**src/rtl/alu_issue.sv**
```systemverilog
// alu_issue: decodes ALUOp/funct3/funct7b5 into ALU control, selects operand B, presents A/B/ALUControl downstream.
// Latency: 1 cycle from input accept to out_valid when the output register is empty or draining.
// Backpressure: valid/ready, with the output register plus one skid entry; in_ready is a pure register (!skid full).
module alu_issue #(
  parameter int XLEN = 32
) (
  input  logic            clk,
  input  logic            rst_n,
  input  logic            flush,
  input  logic            in_valid,
  output logic            in_ready,
  input  logic [1:0]      alu_op,
  input  logic [2:0]      funct3,
  input  logic            funct7b5,
  input  logic            alu_src,
  input  logic [XLEN-1:0] rs1_val,
  input  logic [XLEN-1:0] rs2_val,
  input  logic [XLEN-1:0] imm,
  output logic            out_valid,
  input  logic            out_ready,
  output logic [XLEN-1:0] A,
  output logic [XLEN-1:0] B,
  output logic [3:0]      ALUControl,
  output logic            illegal
);

  localparam logic [3:0] CTL_AND = 4'b0000;
  localparam logic [3:0] CTL_OR  = 4'b0001;
  localparam logic [3:0] CTL_ADD = 4'b0010;
  localparam logic [3:0] CTL_SUB = 4'b0110;
  localparam logic [3:0] CTL_SLT = 4'b0111;
  localparam logic [3:0] CTL_XOR = 4'b1000;
  localparam logic [3:0] CTL_SLL = 4'b1001;

  // One buffered operation; illegal travels with its operands.
  typedef struct packed {
    logic [XLEN-1:0] a;
    logic [XLEN-1:0] b;
    logic [3:0]      ctl;
    logic            ill;
  } entry_t;

  entry_t in_ent;
  entry_t out_q, out_d;
  entry_t skid_q, skid_d;
  logic   out_vld_q, out_vld_d;
  logic   skid_vld_q, skid_vld_d;
  logic   in_rdy_q, in_rdy_d;
  logic   accept;
  logic   out_free;

  // Decode the incoming instruction fields into an entry
  always_comb begin
    in_ent.a   = rs1_val;
    in_ent.b   = alu_src ? imm : rs2_val;
    in_ent.ctl = CTL_ADD;
    in_ent.ill = 1'b0;
    case (alu_op)
      2'b00: in_ent.ctl = CTL_ADD;
      2'b01: in_ent.ctl = CTL_SUB;
      default: begin
        case (funct3)
          // Only R-type honours funct7b5; ADDI with bit 30 set is still ADD.
          3'b000:  in_ent.ctl = (alu_op == 2'b10 && funct7b5) ? CTL_SUB : CTL_ADD;
          3'b001:  in_ent.ctl = CTL_SLL;
          3'b010:  in_ent.ctl = CTL_SLT;
          3'b100:  in_ent.ctl = CTL_XOR;
          3'b110:  in_ent.ctl = CTL_OR;
          3'b111:  in_ent.ctl = CTL_AND;
          default: begin
            in_ent.ctl = CTL_ADD;
            in_ent.ill = 1'b1;
          end
        endcase
      end
    endcase
  end

  assign accept   = in_valid & in_rdy_q;
  assign out_free = ~out_vld_q | out_ready;

  // Next state of the output register and skid entry; flush wins over every handshake
  always_comb begin
    out_d      = out_q;
    out_vld_d  = out_vld_q;
    skid_d     = skid_q;
    skid_vld_d = skid_vld_q;
    if (flush) begin
      out_vld_d  = 1'b0;
      skid_vld_d = 1'b0;
    end else if (out_free) begin
      // A full skid entry implies in_ready is low, so no accept can collide with it.
      if (skid_vld_q) begin
        out_d      = skid_q;
        out_vld_d  = 1'b1;
        skid_vld_d = 1'b0;
      end else if (accept) begin
        out_d     = in_ent;
        out_vld_d = 1'b1;
      end else begin
        out_vld_d = 1'b0;
      end
    end else if (accept) begin
      skid_d     = in_ent;
      skid_vld_d = 1'b1;
    end
    in_rdy_d = ~skid_vld_d;
  end

  // State registers, cleared asynchronously
  always_ff @(posedge clk or negedge rst_n) begin
    if (!rst_n) begin
      out_q      <= '0;
      out_vld_q  <= 1'b0;
      skid_q     <= '0;
      skid_vld_q <= 1'b0;
      in_rdy_q   <= 1'b1;
    end else begin
      out_q      <= out_d;
      out_vld_q  <= out_vld_d;
      skid_q     <= skid_d;
      skid_vld_q <= skid_vld_d;
      in_rdy_q   <= in_rdy_d;
    end
  end

  assign in_ready   = in_rdy_q;
  assign out_valid  = out_vld_q;
  assign A          = out_q.a;
  assign B          = out_q.b;
  assign ALUControl = out_q.ctl;
  assign illegal    = out_q.ill;

endmodule

```
**config.mk**
```make
export PLATFORM = sky130hd
export DESIGN_NAME = alu_issue
export DESIGN_NICKNAME = d
export VERILOG_FILES = /design/src/rtl/alu_issue.sv
export SDC_FILE = /design/constraint.sdc
export NUM_CORES = 1
export LEC_CHECK = 0
export BUFFER_PORTS_ARGS = -buffer_cell sky130_fd_sc_hd__buf_2
export CAP_MARGIN = 30
export CORE_AREA = 8 8 154 156
export DETAILED_ROUTE_END_ITERATION = 8
export DIE_AREA = 0 0 162 164
export SKIP_CTS_REPAIR_TIMING = 1
export SLEW_MARGIN = 20
export SYNTH_ARGS = -nofsm -noshare
export SYNTH_HDL_FRONTEND = slang
export SYNTH_SLANG_ARGS = --single-unit
```
**constraint.sdc**
```tcl
create_clock -name clk -period 1.5 [get_ports clk]
set_input_delay 0.15 -clock clk [delete_from_list [all_inputs] [get_ports clk]]
set_output_delay 0.15 -clock clk [all_outputs]
set_load 0.05 [all_outputs]
```
After elaboration in Yosys (flattened, before gate mapping)

Index checks and enable logic that the tools add are counted.

Equality and inequality tests: 7
Multiplexer cells: 15
Bitwise operators: 6
Reductions and logical operators: 9

Operator list:

| kind                                                                  | number |
|---|---|
| 69-bit 2-to-1 mux                                                     | 2 |
| 32-bit 2-to-1 mux                                                     | 1 |
| 4-bit case mux with 6 select lines                                    | 1 |
| 3-bit equality test, second input constant                            | 3 |
| 1-bit 2-to-1 mux                                                      | 9 |
| 4-bit case mux with 2 select lines                                    | 1 |
| 3-bit AND reduction                                                   | 2 |
| 6-bit OR reduction                                                    | 1 |
| 1-bit inverter                                                        | 4 |
| 2-bit nonzero test                                                    | 2 |
| 3-bit by 1-bit equality test with 1-bit output, second input constant | 1 |
| 3-bit by 2-bit equality test with 1-bit output, second input constant | 1 |
| 3-bit logical NOT                                                     | 1 |
| 3-bit 2-to-1 mux                                                      | 1 |
| 2-bit by 1-bit equality test with 1-bit output, second input constant | 1 |
| 2-bit equality test, second input constant                            | 1 |
| 2-bit logical NOT                                                     | 1 |
| 2-bit OR reduction                                                    | 1 |
| 1-bit bitwise AND                                                     | 1 |
| 1-bit logical AND                                                     | 1 |
| 1-bit OR                                                              | 1 |

Flip-flop bits (word level): 141
Input port bits: 108
Output and inout port bits: 71
Word-level logic and storage cells: 48

Longest topological paths before layout

Word-level depth: 7
Depth in mapped cells: 6
Mapped depth without buffers: 4

Worst setup path before layout

OpenSTA, ideal clock, no wires.

Path kind: reg-to-reg
Start point: register in_rdy_q (netlist: in_ready)
End point: register out_q (netlist bit B[10])
Library setup time: 125 ps
Data arrival time: 1,693 ps
Required time: 1,375 ps
Setup slack: -318 ps
Cell stages (with the launch flop): 5
Path buffers: 1
Period minus slack after synthesis: 1,818 ps
Cells stage by stage: dfstp_2 -> a21oi_1 -> nor3b_2 -> buf_2 -> mux2_2

Cells in the longest elaborated chain, start to end: 3

Ends and longest elaborated chain:

| element                       | RTL line | RTL |
|---|---|---|
| start: declaration            | 48       | `logic in_rdy_q, in_rdy_d;` |
| start signal: assignment      | 123      | `in_rdy_q <= in_rdy_d;` |
| 1-bit bitwise AND             | 79       | `assign accept = in_valid & in_rdy_q;` |
| 2-bit nonzero test (no line)  | --       |  |
| 3-bit AND reduction (no line) | --       |  |
| end signal: assignment        | 119      | `out_q <= out_d;` |
| end: declaration              | 44       | `entry_t out_q, out_d;` |

No other way between the ends.
A chain may end at the register's enable or synchronous reset.

Worst setup path in the final report

Start point: register in_rdy_q (netlist: in_ready)
End point: register out_q (netlist bit B[20])

The elaborated chain is that of the path after synthesis.

==> impl_metrics.tcl <==
set metrics [dict create \
    outcome "finished, violations left" \
    violations "hold timing, setup timing" \
    multiInputGateArea_um2 2830 \
    syn_area_per_cell_um2 10.1 \
    insertion_delay_ns 0.41 \
    nets 980 \
    setup_violations 137 \
    p_per_area_nw_per_um2 1360 \
    worst_pin_slew_ns 0.318 \
    critPathLaunchType "register" \
    grt_use_total_pct 12.4 \
    dp_hpwl_mm 11.5 \
    period_needed_ns 1.74 \
    yosysSeqAreaShare_pct 56.6 \
    ios 179 \
    rsz0062_at_grt "yes" \
    antenna_found_initial 1 \
    overflow 0 \
    start_util_pct 29.2 \
    skew_ns 0.00744 \
    numPortBuffers 178 \
    fp.dieH_um 164 \
    final_layout_size_suffix_gt1_share_pct 40.0 \
    viasPerCell 4.53 \
    seqCellArea_um2 3540 \
    cp-end-kind "register" \
    synth_area_leaders "dfrtp_1 (56%), mux2i_1 (11%), nand2_1 (10%), mux2_2 (5.8%), o21ai_0 (5.3%)" \
    final_core_util_pct 44.9 \
    drv_slew 0 \
    arrival_ns 2.03 \
    drc 0 \
    hold_class "input port to register" \
    max_freq_mhz 574 \
    cts_buffers 17 \
    fin_hold_ws_ns -0.00785 \
    synth_area_um2 6230 \
    synth_area_leader_cell "dfrtp_1" \
    grt_pass1_vias 4926 \
    synth_top_area_share_pct 56.2 \
    cts_sinks 141 \
    synthCells 618 \
    relSlewSlack_pct 78.2 \
    grt_max_degree 57 \
    final.setup.tns_ns -16.68 \
    cts_tree "built" \
    wirelength_mm 19.5 \
    setup_ws_ns -0.241 \
    power.internal_mw 8.61 \
    htreeDepth 4 \
    root_buffer "clkbuf_16" \
    yosysWarnings 0 \
    post_drt_wl_per_cell_um 16.7 \
    rrSetupSlack_ns -0.24 \
    switching_share_pct 34.2 \
    power_frac_seq_pct 38.7 \
    leakagePower_nw 4.51 \
    finalHoldViolations 1 \
    fillers 2038 \
    place.gp.congestion 0.708 \
    num_rows 54 \
    clock_power_share_pct 33.5 \
    critPathMaxFanout 5 \
    n_antenna_cell 0 \
    synth_nets 726 \
    ir_worst_vdd_uv 696 \
    clk_pin_slew_ns 0.06 \
    ctsLongestPathBuffers 2 \
    final_common_cell "buf_2" \
    max_cap_viol_count 0 \
    core_um2 21400 \
    synthDistinctLibCells 26 \
    p_sw_mw 4.47 \
    drt_pre_antenna_iters 4 \
    ant_nets 0 \
    ys_ff_latch 141 \
    power.share.combinational_pct 27.8 \
    area_growth_pct 53.8 \
    critPathKind "register to register" \
    die_area_um2 26600 \
    die_w_um 162 \
    num_vias 5275 \
    most-common-layout-cells "buf_2 (177), nand2_1 (165), dfrtp_1 (139), mux2i_1 (66), o21ai_0 (49)" \
    grt_pass1_wl_mm 26.6 \
    drt-initial-drc-count 252 \
    required_ns 1.79 \
    layout_worst_path_cycle_share_pct 116 \
]
-- worst max-delay path, stage by stage, from the launching register on --
cell,delay (ns)
dfstp_4,0.64
a21oi_4,0.06
nor3b_4,0.28
buf_6,0.19
clkbuf_16,0.16
mux2_4,0.29
-- kinds of logic (layout without fill, tap and decap cells) --
kind of cell	after synthesis	in the layout	share of synthesized area, %
multiplexers	99	99	16.6
flip-flops	141	141	56.6
XOR/XNOR	3	3	0.422
AND/OR/NAND/NOR	220	222	13.9
AO/OA/AOI/OAI	111	111	9.19
buffers and inverters	44	309	3.31
-- power groups by stage --
stage / combinational (mW) / clock [mW] / sequential, mW
final: 3.63 / 4.39 / 5.06
after global routing: 3.92 / 4.72 / 5.16
after CTS: 3.30 / 4.53 / 5.03
after detailed placement: 3.30 / 0 / 5.09
after global placement: 3.23 / 0 / 5.08
after floorplan: 1.02 / 0 / 6.35
-- state kept, by name, indices dropped and copies added (netlist names) --
register    flops
skid_q         69
A              32
B              32
ALUControl      4
illegal         1
in_ready        1
out_valid       1
skid_vld_q      1
-- final timing paths --
path | start | cells after the start | endpoint
max in group asynchronous | rst_n | 3 | in_ready
min in group asynchronous | rst_n | 2 | B[8]
hold reg to reg | skid_q[62] | 2 | skid_q[62]
hold / removal | rs1_val[17] | 3 | skid_q[54]
setup / recovery | in_ready | 5 | B[20]
setup reg to reg | in_ready | 5 | B[20]
-- per-stage QoR --
step	setup slack [ns]	cells	area, µm²	total power [mW]	hold slack (ns)
after detailed placement	-0.258	1064	7850	8.39	0.0683
after CTS	-0.273	1096	8470	12.9	-0.387
after global routing	-0.288	1165	9590	13.8	0.00824
after floorplan	-0.253	618	6380	7.37	-0.146
final	-0.241	1165	9590	13.1	-0.00785
after global placement	-0.217	1064	7850	8.31	0.0694
-- final cells by class --
class                      instances  share of cell area [%]
sequential                       141                    36.9
multi-input combinational        435                    29.5
timing repair buffer             274                    23.4
clock buffer                      19                    4.72
tap                              280                    3.65
clock inverter                    13                    1.71
inverter                           3                   0.117
-- routing by layer --
metal / vias up / global-route usage [%] / wire length [µm]
met3: 11 / 4.76 / 1200
li1: 2586 / - / -
met2: 139 / 17.8 / 8800
met5: - / 0 / 8
met1: 2537 / 17.3 / 9300
met4: 2 / 3.03 / 148
-- cells in the mapped netlist --
cell and instances:
buf_2 24, nor3b_1 2, nand2b_1 3, nor2b_1 2
mux2_2 32, a31o_1 1, dfrtp_1 140, nor2_1 38
or3_1 2, a21oi_1 37, xnor2_1 3, clkbuf_1 14
inv_1 3, buf_4 3, nand2_1 170, o21a_1 1
a31oi_1 3, nor3_2 1, mux2i_1 66, o211ai_1 2
o21ai_0 66, nor3_1 1, dfstp_2 1, nor3b_2 1
mux2_1 1, o31ai_1 1
Power figures use the tool's default switching activity.
